**config.mk**
```make
export PLATFORM = sky130hd
export DESIGN_NAME = exp4_trena_agendador
export DESIGN_NICKNAME = d
export VERILOG_FILES = /design/src/rtl/exp4_trena_agendador.sv
export SDC_FILE = /design/constraint.sdc
export NUM_CORES = 1
export LEC_CHECK = 0
export ABC_AREA = 1
export ABC_CLOCK_PERIOD_IN_PS = 1600
export CORE_UTILIZATION = 52
export CTS_BUF_LIST = sky130_fd_sc_hd__clkbuf_8 sky130_fd_sc_hd__clkbuf_16
export DETAILED_ROUTE_END_ITERATION = 6
export GPL_ROUTABILITY_DRIVEN = 0
export PLACE_DENSITY_LB_ADDON = 0.15
export SLEW_MARGIN = 15
export SYNTH_ARGS = -nofsm -noshare
export SYNTH_HDL_FRONTEND = slang
export SYNTH_SLANG_ARGS = --single-unit
```
**constraint.sdc**
```tcl
create_clock -name clock -period 1.6 [get_ports clock]
set_input_delay 0.32 -clock clock [delete_from_list [all_inputs] [get_ports clock]]
set_output_delay 0.32 -clock clock [all_outputs]
set_load 0.005 [all_outputs]
```
**src/rtl/exp4_trena_agendador.sv**
```systemverilog
// Measurement scheduler for the trena control unit.
// It issues one-cycle mensurar pulses in one of two modes:
//   - continuous, with a hold-off interval between pulses;
//   - single shot, one pulse per disparo rising edge.
// It watches pronto with a timeout, pulses zera_trena to recover the trena
// after a timeout, and counts completed and failed measurements.
//
// Ports:
//   clock, reset      rising-edge clock; asynchronous active-high reset
//   ligar             level enable; 0 returns to INATIVO from any state
//   modo              1 = continuous, 0 = single shot on disparo rising edge
//   disparo           single-shot trigger level (edge detected internally)
//   limpa             synchronous clear of the counters and erro
//   pronto            trena done indication, sampled only while waiting
//   mensurar          one-cycle start pulse (DISPARA state)
//   zera_trena        one-cycle recovery pulse (FALHA state)
//   medindo           high in DISPARA or AGUARDA
//   erro              sticky timeout flag
//   contagem_medidas  completed measurements, wraps
//   contagem_erros    timeouts, saturates at 15
//   db_estado         state code; 4'hF for an illegal state register
module exp4_trena_agendador #(
  parameter int unsigned INTERVALO = 50_000_000,
  parameter int unsigned TIMEOUT   = 25_000_000,
  parameter int unsigned W_CONT    = 26
) (
  input  logic       clock,
  input  logic       reset,
  input  logic       ligar,
  input  logic       modo,
  input  logic       disparo,
  input  logic       limpa,
  input  logic       pronto,
  output logic       mensurar,
  output logic       zera_trena,
  output logic       medindo,
  output logic       erro,
  output logic [7:0] contagem_medidas,
  output logic [3:0] contagem_erros,
  output logic [3:0] db_estado
);

  typedef enum logic [2:0] {
    E_INATIVO   = 3'b000,
    E_OCIOSO    = 3'b001,
    E_DISPARA   = 3'b010,
    E_AGUARDA   = 3'b011,
    E_INTERVALO = 3'b100,
    E_FALHA     = 3'b101
  } estado_t;

  estado_t           estado;
  estado_t           estado_prox;
  logic [W_CONT-1:0] cont;
  logic              cont_zera;
  logic              cont_inc;
  logic              conta_medida;
  logic              conta_erro;
  logic              disparo_ant;
  logic              disparo_sobe;

  assign disparo_sobe = disparo & ~disparo_ant;

  // State register
  always_ff @(posedge clock or posedge reset) begin
    if (reset) begin
      estado <= E_INATIVO;
    end else begin
      estado <= estado_prox;
    end
  end

  // Next state and counter/statistics control
  always_comb begin
    estado_prox  = estado;
    cont_zera    = 1'b0;
    cont_inc     = 1'b0;
    conta_medida = 1'b0;
    conta_erro   = 1'b0;
    if (!ligar) begin
      estado_prox = E_INATIVO;
    end else begin
      case (estado)
        E_INATIVO: estado_prox = E_OCIOSO;
        E_OCIOSO: begin
          if (modo || disparo_sobe) begin
            estado_prox = E_DISPARA;
          end
        end
        E_DISPARA: begin
          estado_prox = E_AGUARDA;
          cont_zera   = 1'b1;
        end
        E_AGUARDA: begin
          // pronto wins even on the last allowed cycle
          if (pronto) begin
            estado_prox  = E_INTERVALO;
            conta_medida = 1'b1;
            cont_zera    = 1'b1;
          end else if (cont == W_CONT'(TIMEOUT - 1)) begin
            estado_prox = E_FALHA;
          end else begin
            cont_inc = 1'b1;
          end
        end
        E_INTERVALO: begin
          if (cont == W_CONT'(INTERVALO - 1)) begin
            estado_prox = E_OCIOSO;
          end else begin
            cont_inc = 1'b1;
          end
        end
        E_FALHA: begin
          estado_prox = E_INTERVALO;
          conta_erro  = 1'b1;
          cont_zera   = 1'b1;
        end
        default: estado_prox = E_INATIVO;
      endcase
    end
  end

  // Shared cycle counter for the timeout and the hold-off interval
  always_ff @(posedge clock or posedge reset) begin
    if (reset) begin
      cont <= '0;
    end else if (cont_zera) begin
      cont <= '0;
    end else if (cont_inc) begin
      cont <= cont + W_CONT'(1);
    end
  end

  // Edge detector and statistics; limpa beats same-cycle increments
  always_ff @(posedge clock or posedge reset) begin
    if (reset) begin
      disparo_ant      <= 1'b0;
      contagem_medidas <= 8'd0;
      contagem_erros   <= 4'd0;
      erro             <= 1'b0;
    end else begin
      disparo_ant <= disparo;
      if (limpa) begin
        contagem_medidas <= 8'd0;
        contagem_erros   <= 4'd0;
        erro             <= 1'b0;
      end else begin
        if (conta_medida) begin
          contagem_medidas <= contagem_medidas + 8'd1;
        end
        if (conta_erro) begin
          erro <= 1'b1;
          if (contagem_erros != 4'hF) begin
            contagem_erros <= contagem_erros + 4'd1;
          end
        end
      end
    end
  end

  // Moore decodes of the registered state
  assign mensurar   = (estado == E_DISPARA);
  assign zera_trena = (estado == E_FALHA);
  assign medindo    = (estado == E_DISPARA) || (estado == E_AGUARDA);

  always_comb begin
    case (estado)
      E_INATIVO, E_OCIOSO, E_DISPARA,
      E_AGUARDA, E_INTERVALO, E_FALHA: db_estado = {1'b0, estado};
      default:                         db_estado = 4'hF;
    endcase
  end

endmodule

```
# Word-level counts from Yosys, hierarchy flattened
# Cells that the tools add are included.
# W data, S select, Z words.
# word_totals
ff_bits	43
input_bits	7
output_inout_bits	20
wordCells	61
# classes
add_sub_neg	3
n_eq_ne	11
mux	28
n_bitwise	2
n_reduce_logical	11
# ops
cell	n
$mux W26	2
$add A26 B1 Y26 const B	1
$eq A26 B25 Y1 const B	1
$eq A26 B26 Y1 const B	1
$pmux W3 S6	1
$mux W4	4
$mux W8	2
$mux W3	5
$mux W1	12
$add A8 B1 Y8 const B	1
$ne A4 B4 Y1 const B	2
$reduce_bool A2 Y1	4
$eq A3 B2 Y1 const B	2
$eq A3 B3 Y1 const B	2
$ne A3 B3 Y1 const B	2
$reduce_or A6 Y1	1
$add A4 B1 Y4 const B	1
$pmux W1 S2	2
$eq A3 B1 Y1 const B	1
$logic_not A3 Y1	1
$reduce_and A3 Y1	1
$logic_or A1 B1 Y1	2
$reduce_and A2 Y1	1
$reduce_or A2 Y1	1
other kinds (2)	2

# Logic depth before layout (Yosys ltp)
# Gate-level depths: netlist of run 1.
# depth
depth_word	7
mapped_depth	13
depth_no_buf	12

# Worst setup path before layout of run 1
# OpenSTA, ideal clock, no wires.
# synth_path
kind	register to register
from	register cont[0]
to	register estado[0]
setup_time_ns	0.117
arrival_ns	1.528
required_ns	1.483
slack_ns	-0.045
path_stages_with_launch	14
path_buffers	1
period_less_slack_ns	1.645
path_cell_list	dfrtp_1 > ha_1 > nand2_2 > nor2_4 > inv_1 > nor2_1 > nand2_1 > nand2_1 > nand2_4 > nand2_4 > buf_6 > nand2_1 > nand2_1 > nand2_1
# synth_via
elab_chain_cells	3
word_cells_on_any_way	5
classes_between	eq/ne (4); reduce/logical (1)
# synth_lines
item	line_no	rtl
start: declaration	54	logic [W_CONT-1:0] cont;
start signal: assignment	130	cont <= cont + W_CONT'(1);
$eq A26 B25 Y1 / $eq A26 B26 Y1 (equally long branches)	100, 107	
$ne A4 B4 Y1 (no line) / $ne A3 B3 Y1 (equally long branches)	-	
$reduce_and A3 Y1 (no line) (*)	-	
end signal: assignment	69	estado <= estado_prox;
end: declaration	52	estado_t estado;
# Every way passes the cells marked *; elsewhere a longest branch is shown, timed or not.
# A chain may end at the register's enable or synchronous reset.

# Final worst setup path of run 1
# layout_path
from	register cont[0]
to	register cont[11]
# layout_via
elab_chain_cells	6
word_cells_on_any_way	11
classes_between	add/sub (1); eq/ne (2); mux (7); reduce/logical (1)
# layout_lines
item
branches (longest 6 deep; another with $add A26 B1 Y26)
# Parallel ways; which one is timed is not known. The select of a mux whose other input is x is not followed.

==> results of run 1 <==
cell type report:
| cell class | count | share of cell area [%] |
|---|---|---|
| repair buffers | 98 | 21.4 |
| well taps | 70 | 2.14 |
| multi-input cells | 327 | 41.6 |
| inverters | 56 | 5.14 |
| clock buffers | 5 | 1.68 |
| flip-flops and latches | 43 | 26.4 |
| clock inverters | 3 | 1.65 |
worst max path at each step:
stage,startpoint,endpoint
after floorplan,cont[0],estado[0]
after global placement,pronto,estado[1]
after detailed placement,ligar,contagem_medidas[4]
after CTS,cont[0],cont[22]
after global routing,cont[1],cont[11]
final,cont[0],cont[11]
cells in the final DEF, fill, tap and decap left out, types with 5 or more instances in the layout:
master	netlist	final
a21oi_1	8	8
buf_12	0	5
buf_4	0	62
clkbuf_8	0	5
clkdlybuf4s50_1	0	19
dfrtp_1	43	41
inv_1	55	50
nand2_1	124	118
nand2_2	2	7
nand3_1	53	47
nand3_2	1	6
nand3b_1	6	6
nand4_1	24	24
nor2_1	57	49
nor2_2	2	9
nor3_1	13	11
o21ai_0	11	9
xor2_1	8	8
cells by family (layout without fill, tap and decap cells):
| kind of cell | count (synthesis) | in the layout | synth area share [%] |
|---|---|---|---|
| flip-flops | 43 | 43 | 36.8 |
| buffers and inverters | 71 | 162 | 10.1 |
| AO/OA/AOI/OAI | 25 | 25 | 4.79 |
| adder cells (fa/ha/maj) | 3 | 3 | 1.28 |
| AND/OR/NAND/NOR | 287 | 289 | 44.0 |
| XOR/XNOR | 10 | 10 | 3.00 |
what timing repair did:
item,in CTS,in global routing
gates cloned,0,2
resized for setup,20,40
hold buffers,0,0
pin swaps,1,7
setup buffers,4,11
endpoints found under the setup margin,37,43
power breakdown:
part / internal [mW] / total [mW] / switching (mW)
Combinational: 0.600 / 1.26 / 0.662
Clock: 0.623 / 1.04 / 0.419
Sequential: 1.21 / 1.35 / 0.139
per-layer routing:
metal	up-vias	GRT usage, %
li1	1599	-
met1	1595	37.9
met2	129	51.1
met3	22	5.24
met4	0	9.43
met5	-	0
sequential cells by signal, indices dropped and copies added, names as in the netlist:
register and flops:
cont 26, contagem_medidas 8, contagem_erros 4, estado 3, disparo_ant 1, erro 1
per-stage QoR:
stage | setup WS [ns] | setup TNS (ns) | hold WS, ns
after floorplan | -0.0451 | -0.0588 | 0.351
after global placement | -0.107 | -2.71 | 0.494
after detailed placement | -0.161 | -2.84 | 0.494
after CTS | -0.00524 | -0.0151 | 0.360
after global routing | -0.271 | -6.38 | 0.383
final | -0.203 | -4.17 | 0.344
critical path: cells and delay by family (launching register included):
family | cells | cell delay (ns)
fa+ha+maj | 1 | 0.20
buf+inv | 2 | 0.25
flops | 1 | 0.37
simple gates | 9 | 0.92
==> key figures, run 1 <==
Logic synthesis
  • Post-Synthesis Cells: about 440
  • Most frequent cells after synthesis: 124 x nand2_1, 57 x nor2_1, 55 x inv_1, 53 x nand3_1, 43 x dfrtp_1
  • Post-synthesis register bit count: 43
  • Ranking of synthesized cells by area: dfrtp_1 37%, nand2_1 16%, nand3_1 9.1%
  • Synth Flop Type: dfrtp_1
  • Count of cell types in the netlist: 28
  • Synth top area share: a little under two fifths
  • Mean area per synthesized cell: roughly 6.7 um^2
  • Synth warn: 0
  • Syn Std Cell Area: 2920 um^2
  • Mapped Nets: around 450
  • EDFF count, synth: 0
  • Asr flop ratio synth: 100%
  • Yosys top cell by area: dfrtp_1
  • Sequential fraction of the synthesis area: 36.8%
  • Most common cell in the netlist: nand2_1

Routing
  • First-pass iteration count of the detailed router: 4
  • Highest routed layer: met4
  • Via/cell ratio: between 5 and 6
  • DRC violations left: 0
  • Routed wl met2: approximately 4500 um
  • Antenna-violating nets left: 0
  • Metal-1 WL: between 3000 and 4000 um
  • Total number of vias: between 3k and 4k
  • Met3 wire length: ~630 um
  • Drt initial violations: approximately 330
  • Wirelength, routed: around 9000 um
  • Routed wire per std cell: around 15 um

Floorplanning
  • Die width: ~77 um
  • Vert. Die Dim: around 77 um
  • # rows: 26
  • Full die area: 5930 um^2
  • Initial Util: between 50 and 60%
  • Io pins: 27
  • Core area: approximately 5300 um^2

Critical path
  • Reg2reg path depth: 12
  • Most used cell, CP: nand2_1
  • Critical path arrival: ~2.1 ns
  • Worst Setup Path Type: register to register
  • Reg-to-reg setup timing slack: -0.20 ns
  • WP data required: between 1.5 and 2 ns
  • Setup crit start kind: register
  • Max stage delay on crit path: ~0.37 ns
  • Crit Reg-Reg Endpoint: cont[11]
  • Crit path cell chain: ha_2 -> nand2_2 -> nor2_4 -> inv_1 -> nor2_1 -> nand2_1 -> nand2_1 -> nand2_4 -> buf_12 -> nand2_8 -> nand3_1 -> nand2_1
  • CP max stage cell: dfrtp_1
  • Crit end category: register
  • Crit Path Max Fanout: 8
  • Worst r2r src: cont[0]

Clocking
  • Htree depth: 2
  • Clock sink total: between 40 and 50
  • TritonCTS buffer count: 5
  • Root buffer cell: clkbuf_8
  • Max clock buf depth: 2
  • Reg clk slew, reported paths: approximately 0.10 ns
  • Clock latency on the worst-skew pair: ~0.31 ns
  • CTS tree: done

Final layout
  • Ant. Diodes: 0
  • Layout cell share with drive strength beyond 1: a little under a quarter
  • Multi-input logic area: 1700 um^2
  • Register area: between 1000 and 1500 um^2
  • Layout fillers: 400
  • Post-layout util: approximately 78%
  • Final std cells w/o fill: 602
  • Layout area overhead: 39.8%
  • Nets: around 540
  • Finished Cell Area: a little over 4000 um^2

Run status
  • Status: finished, violations left
  • Failing checks: negative setup slack

Timing
  • Final Hold Fails: 0
  • Final setup fails: 29
  • Max-slew violations: 0
  • Fin crit period: approximately 1.8 ns
  • Measured slew at the worst slew-check pin: around 0.43 ns
  • Fin worst setup slack: -0.203 ns
  • Fmax: 555 MHz
  • Slew margin rel.: 70.9%
  • Period utilisation layout: 113%
  • Final Skew: approximately 0.011 ns
  • RSZ-0062 raised after global routing: yes

Place
  • Placed cells: between 500 and 600
  • Quantity of I/O buffers inserted on ports: 26
  • DP Area: about 3700 um^2
  • Post-DP HPWL: ~5800 um

Global routing
  • GRT Overall Usage: between 20 and 30%
  • Vias in the first global route: about 3.1k
  • Total gr overflow: 0
  • Pin count of the biggest net entering global routing: 44
  • Initial antenna violation count: 0
  • First-pass GRT wire length: ~14000 um

Min path
  • Path type of the worst min-delay path: input port to asynchronous set/reset pin

Run
  • Max_cap viols: 0

Power
  • Tot Pwr: about 3.7 mW
  • Leak Pwr: ~1.9 nW
  • PwrDens: a little under 900 nW/um^2
  • Maximum VDD drop: 0.000885 V
(Power assumes the default switching activity.)
==> run 2, diff against run 1 <==
--- a/config.mk
+++ b/config.mk
@@ -6,9 +6,9 @@
 export NUM_CORES = 1
 export LEC_CHECK = 0
 export ABC_AREA = 1
-export ABC_CLOCK_PERIOD_IN_PS = 1600
 export CORE_UTILIZATION = 52
 export CTS_BUF_LIST = sky130_fd_sc_hd__clkbuf_8 sky130_fd_sc_hd__clkbuf_16
+export CTS_CLUSTER_SIZE = 14
 export DETAILED_ROUTE_END_ITERATION = 6
 export GPL_ROUTABILITY_DRIVEN = 0
 export PLACE_DENSITY_LB_ADDON = 0.15
==> results of run 2 <==
Final layout, timing and power as in run 1 (identical DEF).
